<file path="src/rtl/wc_tile_feeder.sv">
// wc_tile_feeder: builds overlapping N-sample tiles (stride S) from a serial
// sample stream for the Winograd core. Rows end on s_last; a partial final
// tile is completed with zeros and flagged with t_last.
module wc_tile_feeder #(
  parameter int W = 10,
  parameter int N = 7,
  parameter int S = 3
) (
  input  logic           clk,
  input  logic           rst,
  input  logic           s_valid,
  output logic           s_ready,
  input  logic [W-1:0]   s_data,
  input  logic           s_last,
  output logic           t_valid,
  input  logic           t_ready,
  output logic [N*W-1:0] t_data,
  output logic           t_last
);

  localparam int CW = $clog2(N + 1);
  localparam int NW = $clog2(S + 1);

  typedef enum logic {FILL, PAD} state_t;

  state_t state, state_next;

  // win[0] is the oldest sample, win[N-1] the newest
  logic [W-1:0]   win       [N];
  logic [W-1:0]   win_shift [N];
  logic [N*W-1:0] tile_word;

  logic [CW-1:0] cnt, cnt_post;
  logic [NW-1:0] nnew, nnew_post;
  logic          first_done;   // a tile has already left during this row

  logic          free;
  logic          do_shift;
  logic          emit_cond;
  logic          emit;
  logic          row_end;
  logic          row_done;
  logic [W-1:0]  shift_in;

  assign free = !t_valid || t_ready;

  // Post-shift view of the window, also packed as the outgoing tile word
  generate
    for (genvar gi = 0; gi < N - 1; gi++) begin : g_shift
      assign win_shift[gi] = win[gi + 1];
    end
    for (genvar gi = 0; gi < N; gi++) begin : g_pack
      assign tile_word[W*gi +: W] = win_shift[gi];
    end
  endgenerate
  assign win_shift[N-1] = shift_in;

  // Saturating post-shift counters
  assign cnt_post  = (cnt  == CW'(N)) ? cnt  : cnt  + 1'b1;
  assign nnew_post = (nnew == NW'(S)) ? nnew : nnew + 1'b1;

  // First tile of a row needs only a full window; later ones need a full stride
  assign emit_cond = (cnt_post == CW'(N)) && (!first_done || nnew_post == NW'(S));
  assign emit      = do_shift && emit_cond;
  assign row_done  = emit && row_end;

  // State register
  always_ff @(posedge clk or posedge rst) begin
    if (rst) state <= FILL;
    else     state <= state_next;
  end

  // Next-state, handshake and shift-source selection
  always_comb begin
    state_next = state;
    s_ready    = 1'b0;
    do_shift   = 1'b0;
    shift_in   = '0;
    row_end    = 1'b0;
    case (state)
      FILL: begin
        s_ready  = free && !rst;
        do_shift = s_valid && s_ready;
        shift_in = s_data;
        row_end  = s_last;
        if (do_shift && s_last && !emit_cond) state_next = PAD;
      end
      PAD: begin
        do_shift = free;
        row_end  = 1'b1;
        if (free && emit_cond) state_next = FILL;
      end
      default: state_next = FILL;
    endcase
  end

  // Window storage: shift on each accepted/padded sample, clear at row end
  generate
    for (genvar gi = 0; gi < N; gi++) begin : g_win
      always_ff @(posedge clk or posedge rst) begin
        if (rst)           win[gi] <= '0;
        else if (row_done) win[gi] <= '0;
        else if (do_shift) win[gi] <= win_shift[gi];
      end
    end
  endgenerate

  // Sample counters and first-tile flag
  always_ff @(posedge clk or posedge rst) begin
    if (rst) begin
      cnt        <= '0;
      nnew       <= '0;
      first_done <= 1'b0;
    end else if (row_done) begin
      cnt        <= '0;
      nnew       <= '0;
      first_done <= 1'b0;
    end else if (do_shift) begin
      cnt        <= cnt_post;
      nnew       <= emit ? '0 : nnew_post;
      first_done <= first_done || emit;
    end
  end

  // Registered tile output; holds while the core stalls
  always_ff @(posedge clk or posedge rst) begin
    if (rst) begin
      t_valid <= 1'b0;
      t_data  <= '0;
      t_last  <= 1'b0;
    end else if (emit) begin
      t_valid <= 1'b1;
      t_data  <= tile_word;
      t_last  <= row_end;
    end else if (t_ready) begin
      t_valid <= 1'b0;
      t_last  <= 1'b0;
    end
  end

endmodule

</file>
<file path="config.mk">
export PLATFORM = sky130hd
export DESIGN_NAME = wc_tile_feeder
export DESIGN_NICKNAME = d
export VERILOG_FILES = /design/src/rtl/wc_tile_feeder.sv
export SDC_FILE = /design/constraint.sdc
export NUM_CORES = 1
export LEC_CHECK = 0
export CAP_MARGIN = 20
export CORE_AREA = 2 2 109 111
export CTS_BUF_LIST = sky130_fd_sc_hd__clkbuf_16
export CTS_CLUSTER_DIAMETER = 60
export DETAILED_ROUTE_END_ITERATION = 7
export DIE_AREA = 0 0 111 113
export PLACE_DENSITY = 0.83
export RECOVER_POWER = 50
export SLEW_MARGIN = 5
export SYNTH_ARGS = -nofsm -noshare
export SYNTH_HDL_FRONTEND = slang
export SYNTH_SLANG_ARGS = --single-unit
</file>
<file path="constraint.sdc">
create_clock -name clk -period 6.2 [get_ports clk]
set_clock_uncertainty 0.15 [all_clocks]
set_input_delay 0.62 -clock clk [delete_from_list [all_inputs] [get_ports clk]]
set_output_delay 0.62 -clock clk [all_outputs]
set_load 0.1 [all_outputs]
</file>
==> results.md <==
- The flow ran to the end, but the final reports show violations.
- The checks that failed: capacitance limit, slew limit.
- The share of the Yosys chip area taken by registers is 0.620.
- Routed signal wires occupy layers up through met4.
- The clock net sink count is 139.
- The initial standard-cell utilization of the core is 0.498.
- The endpoint arrival time on the critical path is 4660 ps.
- Detailed routing placed a total of 4.99 mm of wire on met2.
- In this run the horizontal extent of the chip is 111 um.
- The worst setup path is of the in2reg kind.
- The first-pass iteration count of the detailed router is 4.
- The worst pin sits at a relative slew slack of -0.534.
- A synthesized cell averages 16.4 um2.
- The total overflow left after global routing is 0.
- The congestion estimate from routability-driven global placement came to 0.744.
- Counting flops with a built-in enable in the synthesized netlist gives 0.
- The core region is 0.0113 mm2.
- Traced cell by cell, the critical path runs through dlygate4sd3_1, nor2b_1, o21a_1, and3_1, buf_4, mux2_4.
- After clock tree synthesis, the setup repair step added 0 buffers.
- The number of buffers and inverters on the critical path is 2.
- The launch instance of the worst min-delay path is tile_word[0].
- The slowest cell on the critical path is sky130_fd_sc_hd__and3_1.
- Setup repair after global routing left no endpoint under its margin.
- The via count of the first global-routing pass is 3388.
- The hold buffer count at CTS is 0.
- The number of library cell types mapped by synthesis is 30.
- Of the cells placed in the final design, the portion with a size suffix greater than 1 is 0.248.
- The share of synthesized flip-flops with an asynchronous set or reset is 1.00.
- In this run the worst path has a maximum fanout of 37.
- The number of buffers added on ports is 87.
- The worst register-to-register path begins at cnt[0].
- The HPWL reported at the end of detailed placement is 6.94 mm.
- The max-slew violation total from the final report was 171.
- The count of inserted antenna diode cells is 0.
- The global-route wire length before repair is 18.4 mm.
- The number of warnings reported in the yosys synthesis log is 0.
- The count of maximum capacitance violations is 4.
- The pin count of the biggest net entering global routing is 93.
- After floorplanning, the core was divided into 39 placement rows.
- Synthesis produced a netlist whose cell count is 342.
- The master cell of the clock root buffer is sky130_fd_sc_hd__clkbuf_16.
- The final setup slack of the worst path is 1680 ps.
- The data required time of the worst path is 6340 ps.
- The flop and latch count out of synthesis is 139.
- The utilization after layout is 0.633.
- The kind of end point of the critical path is a flop.
- The share of the clock period used by the worst path after layout is 0.729.
- The net count of the finished layout is 447.
- For this block, the initial DRC count from the detailed router was 245.
- The total CTS buffers is 17.
- The DRC violation count after routing is 0.
- The met3 wire length is 651 um.
- Setup violations remaining at the end of the flow were counted as 0.
- The aggregate global-route resource usage is 0.187.
- The number of endpoints with negative hold slack in the final report is 0.
- Dividing the detail-routed wire length by the instance count gives 18.7 um.
- The sum of routed wire segments on met1 is 5.24 mm.
- The die covers 0.0125 mm2.
- Clock latency on the worst-skew pair, taken at its later pin, is 410 ps.
- The number of top-level pins is 88.
- The residual antenna-violating net count after detailed routing is 0.
- Clock-pin slew was measured on the worst setup and hold paths at 60 ps.
- STA classifies the critical path startpoint as an input pin.
- The total number of vias is 3213.
- For this run, the top clock speed supported by timing is 221 MHz.
- Summed over all failing endpoints, the final setup total negative slack is 0 ps.
- The maximum single-stage delay on the critical path is 1740 ps.
- For the finished layout, the period the worst path requires is 4520 ps.
- The start point of the critical path is rst.
- On the critical path the largest part of the delay comes from simple AND/OR/NAND/NOR gates.
- The number of gates resized after cts is 0.
- The final layout contains routed wiring with a total length of 11.0 mm.
- At the pin with the least slew margin, the transition time is 2300 ps.
- The maximum level of the CTS H-tree is 4.
- The ratio of routed vias to standard cells is 5.47.
- Measured along the y axis, the die boundary spans 113 um.
- The longest clock path from root to sink contains 2 buffers.
- The path category of the worst min-delay check is reg2reg.
- The TritonCTS clock tree is yes.
- The dominant register cell in the synthesized netlist is sky130_fd_sc_hd__dfrtp_1.
- The growth of design area from synthesis to finish is 27.2%.
- The worst-case setup slack after placement is 2520 ps.
- The number of antenna violations at the first check in global routing was 0.
- The synthesized cell area is 0.00561 mm2.
- The synthesized netlist net count is 358.
- Hold timing on the final database bottoms out at a slack of 353 ps.
cell usage in the layout (no fill, tap or decap), types with 2 or more instances in the layout:
master	synthesis	layout
sky130_fd_sc_hd__mux2_2	3	3
sky130_fd_sc_hd__nor2_1	5	5
sky130_fd_sc_hd__clkdlybuf4s50_1	0	86
sky130_fd_sc_hd__clkinvlp_4	0	4
sky130_fd_sc_hd__bufinv_16	0	4
sky130_fd_sc_hd__a32o_1	11	11
sky130_fd_sc_hd__clkbuf_1	9	2
sky130_fd_sc_hd__mux2_4	68	68
sky130_fd_sc_hd__a22o_1	51	51
sky130_fd_sc_hd__clkinv_4	0	3
sky130_fd_sc_hd__a21oi_1	5	4
sky130_fd_sc_hd__nor2b_1	13	13
sky130_fd_sc_hd__mux2i_1	2	2
sky130_fd_sc_hd__nand2_1	4	4
sky130_fd_sc_hd__dfrtp_1	139	139
sky130_fd_sc_hd__a211oi_1	2	2
sky130_fd_sc_hd__clkinv_2	0	2
sky130_fd_sc_hd__nand2b_1	2	2
sky130_fd_sc_hd__clkbuf_16	0	17
sky130_fd_sc_hd__nand3_1	2	2
area by class of cell:
cell class,instances,area [um2]
timing repair buffer,92,918
sequential,139,3480
clock buffer,17,425
multi-input combinational,180,1930
fill,794,4130
inverter,1,5.00
tap,143,179
clock inverter,15,199
cells in the mapped netlist (3+ instances only):
master,instances,area share
sky130_fd_sc_hd__buf_2,5,0.0045
sky130_fd_sc_hd__buf_12,7,0.025
sky130_fd_sc_hd__a21oi_1,5,0.0045
sky130_fd_sc_hd__dfrtp_1,139,0.62
sky130_fd_sc_hd__clkbuf_1,9,0.0060
sky130_fd_sc_hd__a22o_1,51,0.080
sky130_fd_sc_hd__mux2_2,3,0.0060
sky130_fd_sc_hd__nor2_1,5,0.0033
sky130_fd_sc_hd__mux2_4,68,0.18
sky130_fd_sc_hd__a32o_1,11,0.020
sky130_fd_sc_hd__nand2_1,4,0.0027
sky130_fd_sc_hd__nor2b_1,13,0.014
through the flow:
stage	instances	instance area (um2)
after floorplan	342	5610
after global placement	554	6510
after detailed placement	554	6510
after CTS	586	7130
after global routing	587	7140
final	587	7140
metal layers:
metal | up-vias | GRT usage
met1 | 1641 | 0.266
met3 | 15 | 0.0691
met4 | 0 | 0.0492
li1 | 1449 | -
met5 | - | 0
met2 | 108 | 0.275
state kept, by name, summed over array words and instances (netlist names), named ones only:
signal,flops
tile_word,60
t_valid,1
nnew,2
cnt,3
state,1
t_last,1
t_data,70
logic make-up after synthesis:
group	count (synthesis)	share of synthesized area
DFF	139	0.620
AOI/OAI and AO/OA	76	0.115
muxes	74	0.195
and+or+nand+nor	29	0.0285
buffers and inverters	23	0.0388
adders and majority gates	1	0.00223
path summary, 6_finish.rpt:
| check | slack (ps) | to | depth (start not counted) |
|---|---|---|---|
| worst max-delay path | 1680 | t_data[17] | 6 |
| worst min-delay path | 350 | tile_word[0] | 1 |
| worst max register to register | 1750 | t_data[17] | 6 |
| worst min register to register | 350 | tile_word[0] | 1 |
| max in group asynchronous | 2440 | tile_word[41] | 4 |
| min in group asynchronous | 1090 | t_valid | 2 |
Power is not shown: default switching activity piles up to over one toggle a cycle in this logic, so the estimate is an artifact.
